## src/rtl/serial_word_collector_if.sv

```systemverilog
// Bundles the serial input, sync/ovf controls and the word output handshake.
// No logic of its own; pure wiring between producer, collector and consumer.
// Backpressure travels on out_rdy from the consumer side (master) to the collector.
interface serial_word_collector_if #(
  parameter int WIDTH = 4,
  parameter int DEPTH = 4
);
  localparam int LW = $clog2(DEPTH) + 1;

  logic             sin;
  logic             sin_vld;
  logic             sync;
  logic [WIDTH-1:0] out_data;
  logic             out_vld;
  logic             out_rdy;
  logic [LW-1:0]    level;
  logic             ovf;
  logic             ovf_clr;

  // Side that feeds bits and consumes words.
  modport master (
    output sin, sin_vld, sync, out_rdy, ovf_clr,
    input  out_data, out_vld, level, ovf
  );

  // The collector itself.
  modport slave (
    input  sin, sin_vld, sync, out_rdy, ovf_clr,
    output out_data, out_vld, level, ovf
  );
endinterface

```

## src/rtl/serial_word_collector.sv

```systemverilog
// Reassembles MSB-first serial bits into WIDTH-bit words, queued in a FWFT FIFO.
// Latency: word visible on out_vld/out_data the cycle after its last bit is sampled.
// Backpressure: out_rdy low holds the head word; a word completed while full is dropped and flags ovf.
module serial_word_collector #(
  parameter int WIDTH = 4,
  parameter int DEPTH = 4
) (
  input logic                   clk,
  input logic                   rst_n,
  serial_word_collector_if.slave bus
);
  localparam int CW = $clog2(WIDTH);
  localparam int PW = $clog2(DEPTH);
  localparam int LW = PW + 1;

  logic [WIDTH-1:0] acc_q, acc_d;
  logic [CW-1:0]    cnt_q, cnt_d;
  logic [PW-1:0]    wr_ptr_q, wr_ptr_d;
  logic [PW-1:0]    rd_ptr_q, rd_ptr_d;
  logic [LW-1:0]    level_q, level_d;
  logic             ovf_q, ovf_d;
  logic [WIDTH-1:0] mem_q [DEPTH];

  logic [WIDTH-1:0] word;
  logic             word_done;
  logic             full;
  logic             out_vld;
  logic             pop;
  logic             push;
  logic             drop;

  // Completed word includes the bit arriving this cycle; sync suppresses completion.
  assign word      = {acc_q[WIDTH-2:0], bus.sin};
  assign word_done = bus.sin_vld & ~bus.sync & (cnt_q == CW'(WIDTH - 1));
  assign full      = (level_q == LW'(DEPTH));
  assign out_vld   = (level_q != '0);
  assign pop       = out_vld & bus.out_rdy;
  // A pop in the same cycle frees the slot a full FIFO needs for the new word.
  assign push      = word_done & (~full | pop);
  assign drop      = word_done & full & ~pop;

  // Accumulator next state: sync restarts alignment, optionally with this cycle's bit as bit 0.
  always_comb begin
    acc_d = acc_q;
    cnt_d = cnt_q;
    if (bus.sync) begin
      if (bus.sin_vld) begin
        acc_d = {{(WIDTH-1){1'b0}}, bus.sin};
        cnt_d = CW'(1);
      end else begin
        acc_d = '0;
        cnt_d = '0;
      end
    end else if (bus.sin_vld) begin
      acc_d = word;
      cnt_d = word_done ? '0 : cnt_q + CW'(1);
    end
  end

  // FIFO pointer, occupancy and sticky overflow next state.
  always_comb begin
    wr_ptr_d = wr_ptr_q;
    rd_ptr_d = rd_ptr_q;
    level_d  = level_q;
    ovf_d    = ovf_q;
    if (push) wr_ptr_d = wr_ptr_q + PW'(1);
    if (pop)  rd_ptr_d = rd_ptr_q + PW'(1);
    case ({push, pop})
      2'b10:   level_d = level_q + LW'(1);
      2'b01:   level_d = level_q - LW'(1);
      default: level_d = level_q;
    endcase
    // A new drop outranks a coincident clear.
    if (drop)             ovf_d = 1'b1;
    else if (bus.ovf_clr) ovf_d = 1'b0;
  end

  // Control state registers with synchronous active-low reset.
  always_ff @(posedge clk) begin
    if (!rst_n) begin
      acc_q    <= '0;
      cnt_q    <= '0;
      wr_ptr_q <= '0;
      rd_ptr_q <= '0;
      level_q  <= '0;
      ovf_q    <= 1'b0;
    end else begin
      acc_q    <= acc_d;
      cnt_q    <= cnt_d;
      wr_ptr_q <= wr_ptr_d;
      rd_ptr_q <= rd_ptr_d;
      level_q  <= level_d;
      ovf_q    <= ovf_d;
    end
  end

  // Storage array; contents are only observable through level, so no reset is needed.
  always_ff @(posedge clk) begin
    if (rst_n && push) mem_q[wr_ptr_q] <= word;
  end

  assign bus.out_vld  = out_vld;
  assign bus.out_data = out_vld ? mem_q[rd_ptr_q] : '0;
  assign bus.level    = level_q;
  assign bus.ovf      = ovf_q;
endmodule

```

## src/flat_wrapper.sv

```systemverilog
// flat-port wrapper written by rule: the top's interface ports become plain ports
module serial_word_collector_flat 
#(
  parameter int WIDTH = 4,
  parameter int DEPTH = 4
)
  (clk, rst_n, bus_sin, bus_sin_vld, bus_sync, bus_out_rdy, bus_ovf_clr, bus_out_data, bus_out_vld, bus_level, bus_ovf);
  serial_word_collector_if #(.WIDTH(WIDTH), .DEPTH(DEPTH)) bus_i ();
  input logic clk;
  input logic rst_n;
  input wire logic [$bits(bus_i.sin)-1:0] bus_sin;
  input wire logic [$bits(bus_i.sin_vld)-1:0] bus_sin_vld;
  input wire logic [$bits(bus_i.sync)-1:0] bus_sync;
  input wire logic [$bits(bus_i.out_rdy)-1:0] bus_out_rdy;
  input wire logic [$bits(bus_i.ovf_clr)-1:0] bus_ovf_clr;
  output wire logic [$bits(bus_i.out_data)-1:0] bus_out_data;
  output wire logic [$bits(bus_i.out_vld)-1:0] bus_out_vld;
  output wire logic [$bits(bus_i.level)-1:0] bus_level;
  output wire logic [$bits(bus_i.ovf)-1:0] bus_ovf;
  assign bus_i.sin = bus_sin;
  assign bus_i.sin_vld = bus_sin_vld;
  assign bus_i.sync = bus_sync;
  assign bus_i.out_rdy = bus_out_rdy;
  assign bus_i.ovf_clr = bus_ovf_clr;
  assign bus_out_data = bus_i.out_data;
  assign bus_out_vld = bus_i.out_vld;
  assign bus_level = bus_i.level;
  assign bus_ovf = bus_i.ovf;
  serial_word_collector #(.WIDTH(WIDTH), .DEPTH(DEPTH)) u_core (.clk(clk), .rst_n(rst_n), .bus(bus_i));
endmodule
```

## config.mk

```make
export PLATFORM = sky130hd
export DESIGN_NAME = serial_word_collector_flat
export DESIGN_NICKNAME = d
export VERILOG_FILES = /design/src/rtl/serial_word_collector_if.sv /design/src/rtl/serial_word_collector.sv /design/src/flat_wrapper.sv
export SDC_FILE = /design/constraint.sdc
export NUM_CORES = 1
export LEC_CHECK = 0
export ABC_AREA = 1
export CAP_MARGIN = 20
export CORE_ASPECT_RATIO = 0.75
export CORE_UTILIZATION = 39
export DETAILED_ROUTE_END_ITERATION = 8
export PLACE_DENSITY_LB_ADDON = 0.08
export SLEW_MARGIN = 40
export SYNTH_ARGS = -nofsm -noshare
export SYNTH_HDL_FRONTEND = slang
export SYNTH_SLANG_ARGS = --single-unit
```

## constraint.sdc

```tcl
create_clock -name clk -period 4.3 [get_ports clk]
set_clock_uncertainty 0.1 [all_clocks]
set_input_delay 0.43 -clock clk [delete_from_list [all_inputs] [get_ports clk]]
set_output_delay 0.43 -clock clk [all_outputs]
set_load 0.005 [all_outputs]
```

* After elaboration in Yosys (flattened, before gate mapping)
Memories as Yosys holds them, arrays and structs flattened. A register that Yosys moved wholly into a read port is not among the register bits.
Index checks and enable logic that the tools add are counted.
** Storage, ports and cells
- Output and inout bits :: 9
- Register bits :: 13
- Memory bits (writable) :: 16
- Memories kept :: 1
** Memory list
- u_core.mem_q :: depth 4, width 4, rd ports 1, clocked after memory_dff 1, write ports 1, line serial_word_collector.sv:22 : logic [WIDTH-1:0] mem_q [DEPTH];
** Cells by class
- Add/sub/neg operators :: 5
- Reduce and logical (&&, ||, !) cells :: 5
- Bitwise logic cells :: 10
- Muxes and demuxes :: 15
- Eq/ne operators :: 4
** Operator list (number)
- 2-bit two-way mux :: 5
- 2-bit by 1-bit adder with 2-bit output, second input constant :: 3
- 1-bit bitwise AND :: 6
- 1-bit two-way mux :: 6
- 3-bit two-way mux :: 2
- 3-bit case mux with 2 select lines :: 1
- 2-bit nonzero test :: 3
- 2-bit equality test, second input constant :: 2
- 4-bit two-way mux :: 1
- 3-bit by 1-bit adder with 3-bit output, second input constant :: 1
- 3-bit equality test, second input constant :: 1
- 1-bit NOT :: 3
- 3-bit nonzero test :: 1
- 3-bit by 1-bit subtractor with 3-bit output, second input constant :: 1
- 2-bit by 1-bit equality test with 1-bit output, second input constant :: 1
- 1-bit logical AND :: 1
- 1-bit bitwise OR :: 1

* Longest topological paths before layout
- Depth in word-level cells :: 7
- Depth in mapped cells :: 13

* Worst setup path after synthesis
Ideal clock, no wire load.
- Path type :: register -> register
- Start point :: reg u_core.cnt_q[0]
- End point :: reg u_core.level_q[2], in the netlist u_core.bus.level[2]
- Buffers on the path :: 0
- Path slack :: 2471 ps
- Stages on the path, launching flop included :: 14
- Arrival time :: 1616 ps
- Path through :: dfxtp_1 > ha_1 > inv_1 > nor2_8 > nand2_1 > ha_1 > inv_1 > fa_1 > inv_1 > nand2_1 > nand3_1 > nand2_1 > nand2_1 > nor2_1
** Between the ends
- Longest elaborated chain between the ends :: 5
- Elaborated cells between the ends (all ways) :: 7
- Classes of those cells :: eq/ne: 3; mux: 1; bitwise: 2; reduce/logical: 1
** Ends and longest elaborated chain
- start, declared :: line serial_word_collector.sv:17 : logic [CW-1:0] cnt_q, cnt_d;
- start signal, assigned :: line serial_word_collector.sv:89 : cnt_q <= cnt_d;
- 2-bit equality test (*) :: line serial_word_collector.sv:34 : assign word_done = bus.sin_vld & ~bus.sync & (cnt_q == CW'(WIDTH - 1));
- 1-bit bitwise AND (*) :: line serial_word_collector.sv:34
- 1-bit bitwise AND (*) :: line serial_word_collector.sv:39 : assign push = word_done & (~full | pop);
- 2-bit by 1-bit equality test with 1-bit output or 2-bit equality test (tied branches) :: line serial_word_collector.sv:68 : case ({push, pop})
- 3-bit case mux with 2 select lines or 2-bit nonzero test (tied branches)
- end signal, assigned :: line serial_word_collector.sv:92 : level_q <= level_d;
- end, declared :: line serial_word_collector.sv:20 : logic [LW-1:0] level_q, level_d;
Mark *: on every way between the ends. The rest lies on a longest branch, timed or not.
A chain may end at the register's enable or synchronous reset.

==> results.ini <==
[clocking]
cts_setup_buffers=0
ctsLongestPathBuffers=2
post_cts_resized=0
insertion_delay_ns=0.28
clkTransAtPathRegs_ns=0.06
cts_max_level=2
clock_sinks=31
cts_hold_buf=0
numCtsBuffers=5
cts_root_buf=clkbuf_8
cts_tree=yes

[timing]
max_freq_mhz=437
finalCriticalPeriod_ns=2.29
setup_slack_ns=2.01
slew-limit-headroom_pct=73.4
grt_setup_unrepaired=false
drv_slew=0
tns_ns=0
finalHoldViolCount=0
finalCritPeriodShare_pct=53.2
tightest_slew_ns=0.397
whs_ns=0.365
final-setup-viol-count=0

[drt]
drc=0
vias=964
wirelength_mm=2.45
drtIter0Drc=30
drt_pass1_iterations=4
via_per_inst=4.28
wl_per_cell_um=10.9
drt.antenna.violating_nets=0

[worst_hold_path]
hold_path_class=reg2reg
min_from=u_core.cnt_q[1]$_SDFFE_PN0P_

[run]
max_cap_viol_count=0

[floorplan]
initial_core_util_pct=42.5
ioPinCount=16
fp-row-count=18
die-height_um=54.9
core_um2=3420
fp.dieW_um=72.5
die_area_um2=3980

[critical_path]
crit_fanout=9
cpMaxStageDelayCell=dfxtp_1
crit_path_end_kind=primary output
path_class=reg2out
crit-reg2reg-launch=u_core.cnt_q[0]$_SDFFE_PN0P_
arrival_ns=1.76
path_cells=inv_1 > o21ai_0 > a21oi_1 > clkdlybuf4s50_1
crit_path_start_kind=register
required_ns=3.77
cp_slowest_stage_delay_ns=0.50

[global_route]
grt_antenna_before_repair=0
overflow=0
grt_pass1_wl_mm=4.35
grt_max_degree=11
grt_util_all_layers_pct=15.8
grt_pass1_vias=949

[finish]
layout-drive-gt1-share_pct=10.9
area_growth_syn_to_layout_pct=18.2
nNetsFinal=188
utilization_pct=50.2
multi_input_area_um2=557
seqCellArea_um2=781
antenna_cells=0
fill_cells=340

[place]
portBuffers=15
place_congestion=0.734
dp_slack_ns=1.82
dp_hpwl_mm=1.82

[logic_synthesis]
synth_area_um2=1450
syn-num-nets=169
seq_area_frac_synth_pct=53.7
yosys_warnings=0
synth-seq-cells=31
avgSynthCellArea_um2=9.38
synth_cell_types=21
netlist_instances=155

[power]
ir_drop_mv=0.223
leakagePower_nw=0.655
power.density_nw_per_um2=385

[status]
status=completed

-- flip-flops by register name, indices dropped and copies added, names as in the netlist, named ones only --
name	flops
u_core.acc_q	3
u_core.bus.level	3
u_core.bus.ovf	1
u_core.cnt_q	2
u_core.mem_q	16
u_core.rd_ptr_q	2
u_core.wr_ptr_q	2
-- synthesized netlist by cell type (all sizes together) --
cell type   n  share of area [%]
edfxtp     16                 33
nand3      11                5.0
nand2      23                7.3
fa          1                1.4
nor2       32                 11
inv        23                5.9
a21oi      15                5.4
buf         3                2.1
o21ai      10                3.4
dfxtp      15                 21
ha          6                5.2
-- routing by layer --
| layer | part of all wire, % | wire [um] | track usage [%] | up-vias |
|---|---|---|---|---|
| met2 | 42 | 1020 | 24.5 | 14 |
| met4 | 2.4 | 59 | 7.84 | 0 |
| met5 | 0 | 0 | 0 | - |
| met3 | 4.0 | 99 | 6.08 | 5 |
| met1 | 52 | 1270 | 19.7 | 414 |
| li1 | - | - | - | 531 |
-- cell families (layout without fill, tap and decap cells) --
logic type | count (synthesis) | after routing | share of synthesized area [%]
simple gates | 66 | 66 | 22.9
flops | 31 | 31 | 53.7
buf+inv | 26 | 46 | 8.00
compound gates | 25 | 25 | 8.86
fa+ha+maj | 7 | 7 | 6.54
-- cells in the final DEF (no fill, tap or decap), types with 2 or more instances in the layout --
cell type / Yosys / layout
a21oi_1: 14 / 14
edfxtp_1: 16 / 16
o21ai_0: 10 / 10
nor2_1: 28 / 28
nand2_4: 2 / 2
clkbuf_8: 0 / 5
nand2_2: 2 / 2
nand2_1: 19 / 19
clkdlybuf4s50_1: 0 / 15
inv_1: 21 / 21
nor2_4: 2 / 2
ha_1: 6 / 6
nand3_1: 9 / 9
dfxtp_1: 15 / 15
inv_2: 2 / 2
-- power breakdown --
part           switching, mW  internal (mW)  total (mW)
Combinational         0.0615         0.0541       0.116
Sequential            0.0135          0.319       0.333
Clock                  0.103          0.111       0.214
Total                  0.178          0.484       0.662
-- final timing paths --
kind	endpoint	slack (ns)	cells past startpoint
min	u_core.cnt_q[1]$_SDFFE_PN0P_	0.36	2
min reg2reg	u_core.cnt_q[1]$_SDFFE_PN0P_	0.36	2
max	bus_out_data[0]	2.01	4
max reg2reg	u_core.bus.level[2]$_SDFFE_PN0P_	2.35	13
-- area by class of cell --
cell class / instances / share of cell area [%]
clock buffer: 6 / 4.22
clock inverter: 2 / 0.510
inverter: 23 / 5.03
multi-input combinational: 98 / 32.4
sequential: 31 / 45.4
tap: 50 / 3.64
timing repair buffer: 15 / 8.74
-- worst max-delay path, delay by kind of cell (launching register included) --
kind / cells / cell delay [ns]
AOI/OAI and AO/OA: 2 / 0.33
buffers and inverters: 2 / 0.65
DFF: 1 / 0.50
-- stage by stage --
stage / cells / cell area, um^2 / power (mW)
4_1_cts: 225 / 1720 / 0.672
6_report: 225 / 1720 / 0.662
5_1_grt: 225 / 1720 / 0.699
3_5_place_dp: 217 / 1640 / 0.456
2_1_floorplan: 155 / 1450 / 0.407
3_3_place_gp: 217 / 1640 / 0.453
Power figures use the tool's default switching activity.
